File: config.mk
export PLATFORM = sky130hd
export DESIGN_NAME = alu_op_sequencer
export DESIGN_NICKNAME = d
export VERILOG_FILES = /design/src/rtl/alu_op_sequencer.sv
export SDC_FILE = /design/constraint.sdc
export NUM_CORES = 1
export LEC_CHECK = 0
export BUFFER_PORTS_ARGS = -buffer_cell sky130_fd_sc_hd__buf_2
export CORE_ASPECT_RATIO = 1.4
export CORE_MARGIN = 3
export CORE_UTILIZATION = 44
export DETAILED_ROUTE_END_ITERATION = 16
export PLACE_DENSITY_LB_ADDON = 0.15
export SLEW_MARGIN = 20
export SYNTH_ARGS = -nofsm -noshare
export SYNTH_HDL_FRONTEND = slang
export SYNTH_SLANG_ARGS = --single-unit
File: constraint.sdc
create_clock -name clk -period 2.3 [get_ports clk]
set_clock_uncertainty 0.05 [all_clocks]
set_input_delay 0.115 -clock clk [delete_from_list [all_inputs] [get_ports clk]]
set_output_delay 0.115 -clock clk [all_outputs]
set_load 0.02 [all_outputs]
File: src/rtl/alu_op_sequencer.sv
// -----------------------------------------------------------------------------
// alu_op_sequencer
//
// Accepts one ALU command at a time and presents it to an external
// registered ALU. The command goes through these steps:
//   IDLE    -> waits for a command (cmd_ready high)
//   ISSUE   -> holds one-hot select and operands for ISSUE_CYCLES cycles
//   CAPTURE -> operands and selects are back at zero; samples alu_out
//   RESP    -> holds the response until the consumer takes it
// A divide by zero is never sent to the ALU. It goes straight from IDLE to
// RESP with rsp_data = 8'hFF and rsp_err = 1.
// Every output comes directly from a flop.
//
// Ports
//   clk        in   clock; all state changes on the rising edge
//   rst        in   synchronous active-low reset
//   cmd_valid  in   command request
//   cmd_ready  out  sequencer is idle and can accept a command
//   cmd_op     in   2'b00 mul, 2'b01 add, 2'b10 div, 2'b11 sub
//   cmd_a      in   operand a (unsigned, 4 bits)
//   cmd_b      in   operand b (unsigned, 4 bits)
//   a, b       out  isolated operands to the ALU (zero outside ISSUE)
//   sel1..4    out  one-hot ALU select: mul, add, div, sub
//   alu_out    in   registered ALU result
//   rsp_valid  out  response available
//   rsp_ready  in   consumer accepts the response
//   rsp_data   out  result, alu_out passed through unmodified
//   rsp_err    out  divide-by-zero flag
//   busy       out  high whenever the sequencer is not in IDLE
// -----------------------------------------------------------------------------
module alu_op_sequencer #(
  parameter int ISSUE_CYCLES = 2
) (
  input  logic       clk,
  input  logic       rst,
  input  logic       cmd_valid,
  output logic       cmd_ready,
  input  logic [1:0] cmd_op,
  input  logic [3:0] cmd_a,
  input  logic [3:0] cmd_b,
  output logic [3:0] a,
  output logic [3:0] b,
  output logic       sel1,
  output logic       sel2,
  output logic       sel3,
  output logic       sel4,
  input  logic [7:0] alu_out,
  output logic       rsp_valid,
  input  logic       rsp_ready,
  output logic [7:0] rsp_data,
  output logic       rsp_err,
  output logic       busy
);

  typedef enum logic [1:0] {
    S_IDLE,
    S_ISSUE,
    S_CAPTURE,
    S_RESP
  } state_t;

  localparam logic [1:0] OP_DIV = 2'b10;

  // The counter only has to reach ISSUE_CYCLES-1.
  localparam int CNT_W = (ISSUE_CYCLES > 2) ? $clog2(ISSUE_CYCLES) : 1;
  localparam logic [CNT_W-1:0] CNT_LAST = CNT_W'(ISSUE_CYCLES - 1);

  state_t           state_q, state_d;
  logic [CNT_W-1:0] cnt_q, cnt_d;
  logic [3:0]       sel_q, sel_d;      // {sub, div, add, mul}
  logic [3:0]       a_d, b_d;
  logic             rsp_valid_d, rsp_err_d;
  logic [7:0]       rsp_data_d;
  logic             cmd_ready_d, busy_d;

  assign sel1 = sel_q[0];
  assign sel2 = sel_q[1];
  assign sel3 = sel_q[2];
  assign sel4 = sel_q[3];

  // ---------------------------------------------------------------------------
  // Next-state and next-output logic
  // ---------------------------------------------------------------------------
  always_comb begin
    // NOTE: every signal gets a default before the case statement. Without
    // these defaults, a branch that skips a signal would infer a latch.
    state_d     = state_q;
    cnt_d       = cnt_q;
    sel_d       = sel_q;
    a_d         = a;
    b_d         = b;
    rsp_valid_d = rsp_valid;
    rsp_data_d  = rsp_data;
    rsp_err_d   = rsp_err;

    unique case (state_q)
      S_IDLE: begin
        if (cmd_valid && cmd_ready) begin
          if (cmd_op == OP_DIV && cmd_b == 4'd0) begin
            // Divide by zero skips the ALU. Selects and operands stay at zero.
            state_d     = S_RESP;
            rsp_valid_d = 1'b1;
            rsp_data_d  = 8'hFF;
            rsp_err_d   = 1'b1;
          end else begin
            state_d = S_ISSUE;
            cnt_d   = '0;
            sel_d   = 4'b0001 << cmd_op;
            a_d     = cmd_a;
            b_d     = cmd_b;
          end
        end
      end

      S_ISSUE: begin
        if (cnt_q == CNT_LAST) begin
          // The ALU samples the held select on this same edge, so the select
          // can be dropped here without losing the result.
          state_d = S_CAPTURE;
          cnt_d   = '0;
          sel_d   = '0;
          a_d     = '0;
          b_d     = '0;
        end else begin
          cnt_d = cnt_q + CNT_W'(1);
        end
      end

      S_CAPTURE: begin
        state_d     = S_RESP;
        rsp_valid_d = 1'b1;
        rsp_data_d  = alu_out;
        rsp_err_d   = 1'b0;
      end

      S_RESP: begin
        if (rsp_ready) begin
          state_d     = S_IDLE;
          rsp_valid_d = 1'b0;
        end
      end

      default: state_d = S_IDLE;
    endcase

    // Handshake flags come from flops. Compute them from the next state so
    // they stay aligned with state_q.
    cmd_ready_d = (state_d == S_IDLE);
    busy_d      = (state_d != S_IDLE);
  end

  // ---------------------------------------------------------------------------
  // State and output registers
  // ---------------------------------------------------------------------------
  // NOTE: reset is sampled only on the clock edge, so asserting rst has no
  // effect until the next rising clk.
  always_ff @(posedge clk) begin
    // NOTE: use non-blocking assignments for all state. That way every flop
    // samples the pre-edge values together, whatever the statement order.
    if (!rst) begin
      state_q   <= S_IDLE;
      cnt_q     <= '0;
      sel_q     <= '0;
      a         <= '0;
      b         <= '0;
      rsp_valid <= 1'b0;
      rsp_data  <= '0;
      rsp_err   <= 1'b0;
      cmd_ready <= 1'b1;
      busy      <= 1'b0;
    end else begin
      state_q   <= state_d;
      cnt_q     <= cnt_d;
      sel_q     <= sel_d;
      a         <= a_d;
      b         <= b_d;
      rsp_valid <= rsp_valid_d;
      rsp_data  <= rsp_data_d;
      rsp_err   <= rsp_err_d;
      cmd_ready <= cmd_ready_d;
      busy      <= busy_d;
    end
  end

endmodule

==> impl_results.md, run 1 <==
- Area of the mapped netlist: 0.00126 mm²
- Worst Min Path Start: cmd_b[2]
- Wire length of the first global-routing pass: 4990 µm
- Count of final hold-check violations: 0
- Initial antenna violation count: 0
- Crit Path Category: reg -> reg
- Library cell occupying the most area in the post-synthesis netlist: dfxtp_1
- Reg-to-reg startpoint: state_q[1]
- Area added between synthesis and finish: 22.6%
- Net count reported at finish: 196
- Reg-to-reg setup timing slack: 0.57 ns
- Leakage power: 0.668 nW
- Number of global-route vias before repair: 1110
- Fraction of final layout cells with drive strength greater than 1: 32.4%
- Overall die width: 51.2 µm
- Synth warn: 0
- Worst flop-to-flop path endpoint: sel_q[1]
- Routed wire length per instance: 13.5 µm
- Worst hold stages: 3
- Unique cell type count in the Yosys netlist: 37
- Y dimension of the die: 69.3 µm
- Via count of the routed design: 1099
- First-pass detailed-route iteration total: 4
- Type of the worst min-delay path: in -> reg
- Remaining DRCs: 0
- Hold worst-path end: b[2]
- Final number of setup-violating endpoints: 0
- Tmin final: 1.73 ns
- Aggregate global-route resource usage: 18.0%
- Worst IR Drop VDD: 0.542 mV
- Data required time at the worst endpoint: 2.45 ns
- Count of standard-cell rows: 22
- Post-synthesis average cell area: 9.75 µm²
- Global placement routability congestion: 0.707
- Cells along the critical path: and4bb_1, a21boi_4, o21ai_0
- Placeable core region: 0.00267 mm²
- Sum of negative setup slack: 0 ns
- Top cell type's share of synthesized area: 43.0%
- Final wirelength: 2810 µm
- Power density of the placed cells: 636 mW/mm²
- Synthesized instance count: 129
- TritonCTS clock tree: built
- Total Die Area: 0.00354 mm²
- Post-route ant nets: 0
- Tightest slew margin relative to the limit: 59.0%
- Pin slew with the least headroom to its limit: 0.616 ns
- Slowest library cell on the worst path: and4bb_1
- Depth of the worst register-to-register path: 3
- Clock latency reported for the late side of the worst-skew pair: 0.32 ns
- Overflow left after global routing: 0
- Sink count of the clock tree: 27
- Data arrival, critical path: 1.88 ns
- Number of buffers created by CTS: 3
- Worst hold-check slack: 0.0124 ns
- Clock root buffer master: clkbuf_4
- Fmax: 578 MHz
- Top cells by area, synth: dfxtp_1, o2111a_1, nand3_1
- Number of primary I/O pins: 46
- Startpoint of the most critical setup path: state_q[1]
- Portion of the post-synthesis area used by sequential elements: 43.0%
- Effective utilization at floorplan: 47.1%
- Clock slew seen by the registers of the worst setup and hold paths: 0.13 ns
- Via density per instance: 5.26
- Maximum buffer depth of the clock tree: 2
- Final clock period utilization by the worst path: 75.2%
- Status: completed
- Worst-path maximum fanout: 12
- Post-synthesis register bit count: 27
- Post-synthesis net count: 151
- Setup repair after global routing missed its margin: false
- Peak per-stage delay on the critical path: 0.51 ns
- Count of buffers from port buffering: 45
- Largest net degree at the start of global routing: 38
- Post-cts repair resize count: 0
- Design Power: 0.980 mW
- Number of buffers inserted to repair setup after CTS: 0
- Antenna diode count: 0
- Element type at the critical path start: register
- Number of maximum-capacitance violations: 0
- Count of H-tree levels built during CTS: 1
- CP endpoint kind: register
- Count of final max-slew check failures: 0
- Half-perimeter wire length after detailed placement: 1980 µm
- 1st-iter DRT viols: 27
## cells in the mapped netlist
library cell and number:
and4bb_1 1, mux2i_1 5, a41oi_1 1, o221a_2 1, a31o_2 1, o2111a_1 8, nor2b_1 2, or2b_1 4
nor2_1 1, nor4bb_1 1, nand4_1 2, o21ai_1 2, nor4_4 1, a21boi_0 2, o21ai_0 6, buf_6 3
and4_4 1, nand2_1 5, a211oi_1 2, a21oi_1 1, or3_1 1, nor3_1 2, dfxtp_1 27, a21boi_4 1
clkbuf_1 5, and2_1 2, nand3b_1 1, nand3_1 17, mux2_2 1, nand4b_1 1, a311oi_1 1, inv_1 2
a31oi_1 1, buf_2 2, or2_2 1, buf_4 1, nand2b_1 13
## layout make-up
type                    count  area (µm²)
repair buffers             51         283
well taps                  36        45.0
multi-input cells          89         639
flip-flops and latches     27         541
inverters                   2        7.51
fillers                   268        1130
clock buffers               4        26.3
## per-layer routing
metal | global-route usage [%] | part of all wire, % | vias up | wire, µm
li1 | - | - | 561 | -
met1 | 21.2 | 42 | 505 | 1190
met2 | 31.1 | 52 | 31 | 1460
met3 | 2.37 | 5.1 | 2 | 143
met4 | 8.38 | 0.85 | 0 | 24
met5 | 0 | 0 | - | 0
## how the worst max path moves through the flow
stage | slack [ns] | end | depth (start not counted)
after floorplan | 0.87 | a[1] | 5
after global routing | 0.41 | sel_q[2] | 3
after detailed placement | 0.61 | a[3] | 3
after CTS | 0.57 | b[1] | 3
final | 0.57 | sel_q[1] | 3
after global placement | 0.66 | a[0] | 3
## cell usage in the layout (no fill, tap or decap), types with 3 or more instances in the layout
master and count:
clkbuf_4 3, nand3_1 17, o21ai_0 6, mux2i_1 5
o2111a_1 8, buf_2 45, nand2_1 5, dlygate4sd3_1 5
or2b_1 4, nand2b_1 13, dfxtp_1 27
## power breakdown
part           switching, mW  leakage [nW]  internal, mW
sequential            0.0265         0.220         0.508
combinational          0.146         0.433         0.103
clock                  0.129        0.0150        0.0679
## logic make-up (layout without fill, tap and decap cells)
group	count (synthesis)	in the layout	share of synthesized area, %
multiplexers	6	6	4.88
AO/OA/AOI/OAI	27	27	18.1
AND/OR/NAND/NOR	56	56	27.9
flip-flops	27	27	43.0
buffers and inverters	13	57	6.17
## flip-flops by register name, summed over array words and instances, names as in the netlist, 2 cells and up
register,count
rsp_data,8
a,4
b,4
sel_q,4
state_q,2
## what timing repair did
action                                  CTS  global route
endpoints found under the hold margin     5             0
hold buffers                              5             0
endpoints found under the setup margin    0             0
## critical path: cells and delay by family (launching register included)
family	cells	cell delay [ns]
AND/OR/NAND/NOR	1	0.51
flip-flops	1	0.43
AO/OA/AOI/OAI	2	0.61
## stage by stage
step | cells | instance area (µm²) | setup WS (ns) | util (%)
final | 209 | 1540 | 0.569 | 57.7
after global routing | 209 | 1540 | 0.411 | 57.7
after CTS | 209 | 1540 | 0.570 | 57.7
after detailed placement | 200 | 1470 | 0.605 | 54.9
after global placement | 200 | 1470 | 0.660 | 54.9
after floorplan | 129 | 1260 | 0.872 | -
No activity file was read; power rests on OpenSTA's default activity.
==> run 2: changes to the inputs <==
--- a/config.mk
+++ b/config.mk
@@ -8,7 +8,7 @@
 export BUFFER_PORTS_ARGS = -buffer_cell sky130_fd_sc_hd__buf_2
 export CORE_ASPECT_RATIO = 1.4
 export CORE_MARGIN = 3
-export CORE_UTILIZATION = 44
+export CORE_UTILIZATION = 43
 export DETAILED_ROUTE_END_ITERATION = 16
 export PLACE_DENSITY_LB_ADDON = 0.15
 export SLEW_MARGIN = 20
==> constraint.sdc (replaced) <==
create_clock -name clk -period 1.5 [get_ports clk]
set_clock_uncertainty 0.05 [all_clocks]
set_input_delay 0.075 -clock clk [delete_from_list [all_inputs] [get_ports clk]]
set_output_delay 0.075 -clock clk [all_outputs]
set_load 0.02 [all_outputs]
==> impl_results.md, run 2 (same netlist as run 1, synthesis figures left out) <==
- Largest net degree at the start of global routing: 17 (was 38)
- Internal Dissipation: 1.08 mW (was 0.678 mW)
- 1st-iter DRT viols: 20 (was 27)
- Clock root buffer master: clkbuf_4 (unchanged)
- Sum of negative setup slack: 0 ns (unchanged)
- First-pass detailed-route iteration total: 4 (unchanged)
- Count of final hold-check violations: 0 (unchanged)
- Final clock period utilization by the worst path: 96.9%
- PnR worst setup slack: 0.0468 ns (was 0.569 ns)
- Number of flip-flops under the largest register name: 8 (unchanged)
- Power density of the placed cells: 928 mW/mm² (was 636 mW/mm²)
- Sink count of the clock tree: 27 (unchanged)
- Setup repair after global routing missed its margin: false (unchanged)
- Via count of the routed design: 1192 (was 1099)
- Initial antenna violation count: 0 (unchanged)
- Count of final max-slew check failures: 0 (unchanged)
- Half-perimeter wire length after detailed placement: 2020 µm (was 1980 µm)
- Aggregate global-route resource usage: 16.7% (was 18.0%)
- Worst-path maximum fanout: 9 (was 12)
- CP endpoint kind: register (unchanged)
- Worst path top cell family by delay: buffers and inverters (was compound AO/OA/AOI/OAI gates)
- Number of global-route vias before repair: 1099 (was 1110)
- Cells along the critical path: dlygate4sd3_1, buf_2, nor2b_1, buf_4, a31o_2, o221a_2 (was and4bb_1, a21boi_4, o21ai_0)
- Fraction of final layout cells with drive strength greater than 1: 34.9% (was 32.4%)
- Number of buffers created by CTS: 3 (unchanged)
- Area occupied by multi-input gates: 639 µm² (unchanged)
- Relative contribution of the clock network to total power: 19.0% (was 20.1%)
- Sequential cell area in the final layout: 541 µm² (unchanged)
- Cell area after layout: 0.00166 mm² (was 0.00154 mm²)
- Global placement routability congestion: 0.770 (was 0.707)
- Crit Path Category: in -> reg (was reg -> reg)
- Fill cell total of the finished layout: 250 (was 268)
- Antenna diode count: 0 (unchanged)
- Sequential group share of total power: 53.1% (was 54.5%)
- Net count reported at finish: 209 (was 196)
- Y dimension of the die: 70.0 µm (was 69.3 µm)
- Top library cells by usage in the layout, fill and taps aside: buf_2, dfxtp_1, nand3_1 (unchanged)
- Final wirelength: 2870 µm (was 2810 µm)
- Clock latency reported for the late side of the worst-skew pair: 0.31 ns (was 0.32 ns)
- Area added between synthesis and finish: 32.1% (was 22.6%)
- Slowest library cell on the worst path: dlygate4sd3_1 (was and4bb_1)
- Switching power summed over all nets: 0.463 mW (was 0.302 mW)
- Fmax: 688 MHz
- Tmin final: 1.45 ns
- Final standard cell count with taps included and fillers excluded: 222 (was 209)
- Tightest slew margin relative to the limit: 74.8% (was 59.0%)
- Number of placed instances, taps included: 207 (was 200)
- Leakage power: 0.734 nW (was 0.668 nW)
- Count of buffers from port buffering: 45 (unchanged)
- Data required time at the worst endpoint: 1.67 ns (was 2.45 ns)
- Routed wire length per instance: 12.9 µm (was 13.5 µm)
- Startpoint of the most critical setup path: cmd_op[1] (was state_q[1])
- Element type at the critical path start: input pin (was register)
- Overall die width: 51.7 µm (was 51.2 µm)
- Net switching fraction of the power: 30.0% (was 30.8%)
- WP buf/inv: 3 (was 0)
- TritonCTS clock tree: built (unchanged)
- Effective utilization at floorplan: 46.6% (was 47.1%)
- Count of standard-cell rows: 22 (unchanged)
- Wire length of the first global-routing pass: 4820 µm (was 4990 µm)
- Data arrival, critical path: 1.62 ns (was 1.88 ns)
- Most common cell after layout, fill and taps aside: buf_2 (unchanged)
- Clock slew seen by the registers of the worst setup and hold paths: 0.14 ns (was 0.13 ns)
- Reg-to-reg startpoint: state_q[1] (unchanged)
- Pre-CTS setup slack: 0.0358 ns (was 0.605 ns)
- Share of power burned in combinational logic: 27.9% (was 25.4%)
- Peak per-stage delay on the critical path: 0.54 ns (was 0.51 ns)
- Worst IR Drop VDD: 0.557 mV (was 0.542 mV)
- Pin slew with the least headroom to its limit: 0.376 ns (was 0.616 ns)
- Type of the worst min-delay path: in -> reg (unchanged)
- Placeable core region: 0.00270 mm² (was 0.00267 mm²)
- Maximum buffer depth of the clock tree: 2 (unchanged)
- Number of maximum-capacitance violations: 0 (unchanged)
- Final number of setup-violating endpoints: 0 (unchanged)
- Number of primary I/O pins: 46 (unchanged)
- Total Die Area: 0.00362 mm² (was 0.00354 mm²)
- Worst Min Path Start: cmd_op[0] (was cmd_b[2])
- Remaining DRCs: 0 (unchanged)
- Biggest register: rsp_data (unchanged)
- Post-route ant nets: 0 (unchanged)
- Count of H-tree levels built during CTS: 1 (unchanged)
- Status: completed (unchanged)
- Worst hold-check slack: 0.0388 ns (was 0.0124 ns)
- Area post-placement: 0.00152 mm² (was 0.00147 mm²)
- Via density per instance: 5.37 (was 5.26)
- Overflow left after global routing: 0 (unchanged)
run 2: cell types whose count changed in the layout (fill, tap and decap cells not counted):
cell | previous run | this run
buf_4 | 1 | 9
dlygate4sd3_1 | 5 | 9
buf_12 | 0 | 1
o21ai_0 | 6 | 5
o21ai_1 | 2 | 3
run 2: layout make-up:
class | count | share of cell area [%]
multi-input cells | 89 | 38.5
flip-flops and latches | 27 | 32.5
repair buffers | 64 | 24.2
well taps | 36 | 2.71
clock buffers | 4 | 1.58
inverters | 2 | 0.452
run 2: timing repair:
action                                  in CTS  in global routing
hold endpoints to repair                     9                  0
hold buffers                                 9                  0
endpoints found under the setup margin       0                 12
setup buffers                                0                  2
resized for setup                            0                  1
run 2: power groups by stage:
stage | clock network (mW) | registers [mW] | logic, mW
after CTS | 0.309 | 0.819 | 0.410
after detailed placement | 0 | 0.833 | 0.392
after global placement | 0 | 0.831 | 0.385
after global routing | 0.336 | 0.829 | 0.467
final | 0.293 | 0.819 | 0.431
after floorplan | 0 | 0.889 | 0.221
run 2: worst paths after layout:
path,to,slack [ns],cells after the start
min,sel_q[0],0.04,4
min reg2reg,b[0],0.43,2
max,rsp_valid,0.05,6
max reg2reg,busy,0.12,3
run 2: per-layer routing:
| metal | wire length (µm) | up-vias | global-route usage [%] |
|---|---|---|---|
| met3 | 186 | 2 | 3.20 |
| met4 | 24 | 0 | 5.83 |
| met1 | 1210 | 563 | 21.4 |
| met2 | 1450 | 43 | 27.2 |
| met5 | 0 | - | 0 |
| li1 | - | 584 | - |
run 2: through the flow:
stage | total power, mW | util [%]
after floorplan | 1.11 | -
after global placement | 1.22 | 56.3
after detailed placement | 1.22 | 56.3
after CTS | 1.54 | 60.6
after global routing | 1.63 | 61.6
final | 1.54 | 61.6
run 2: tightest hold or removal path, cell delays in order:
cell	delay (ns)
buf_2	0.09
nor2_1	0.04
nand4_1	0.08
o21ai_0	0.07
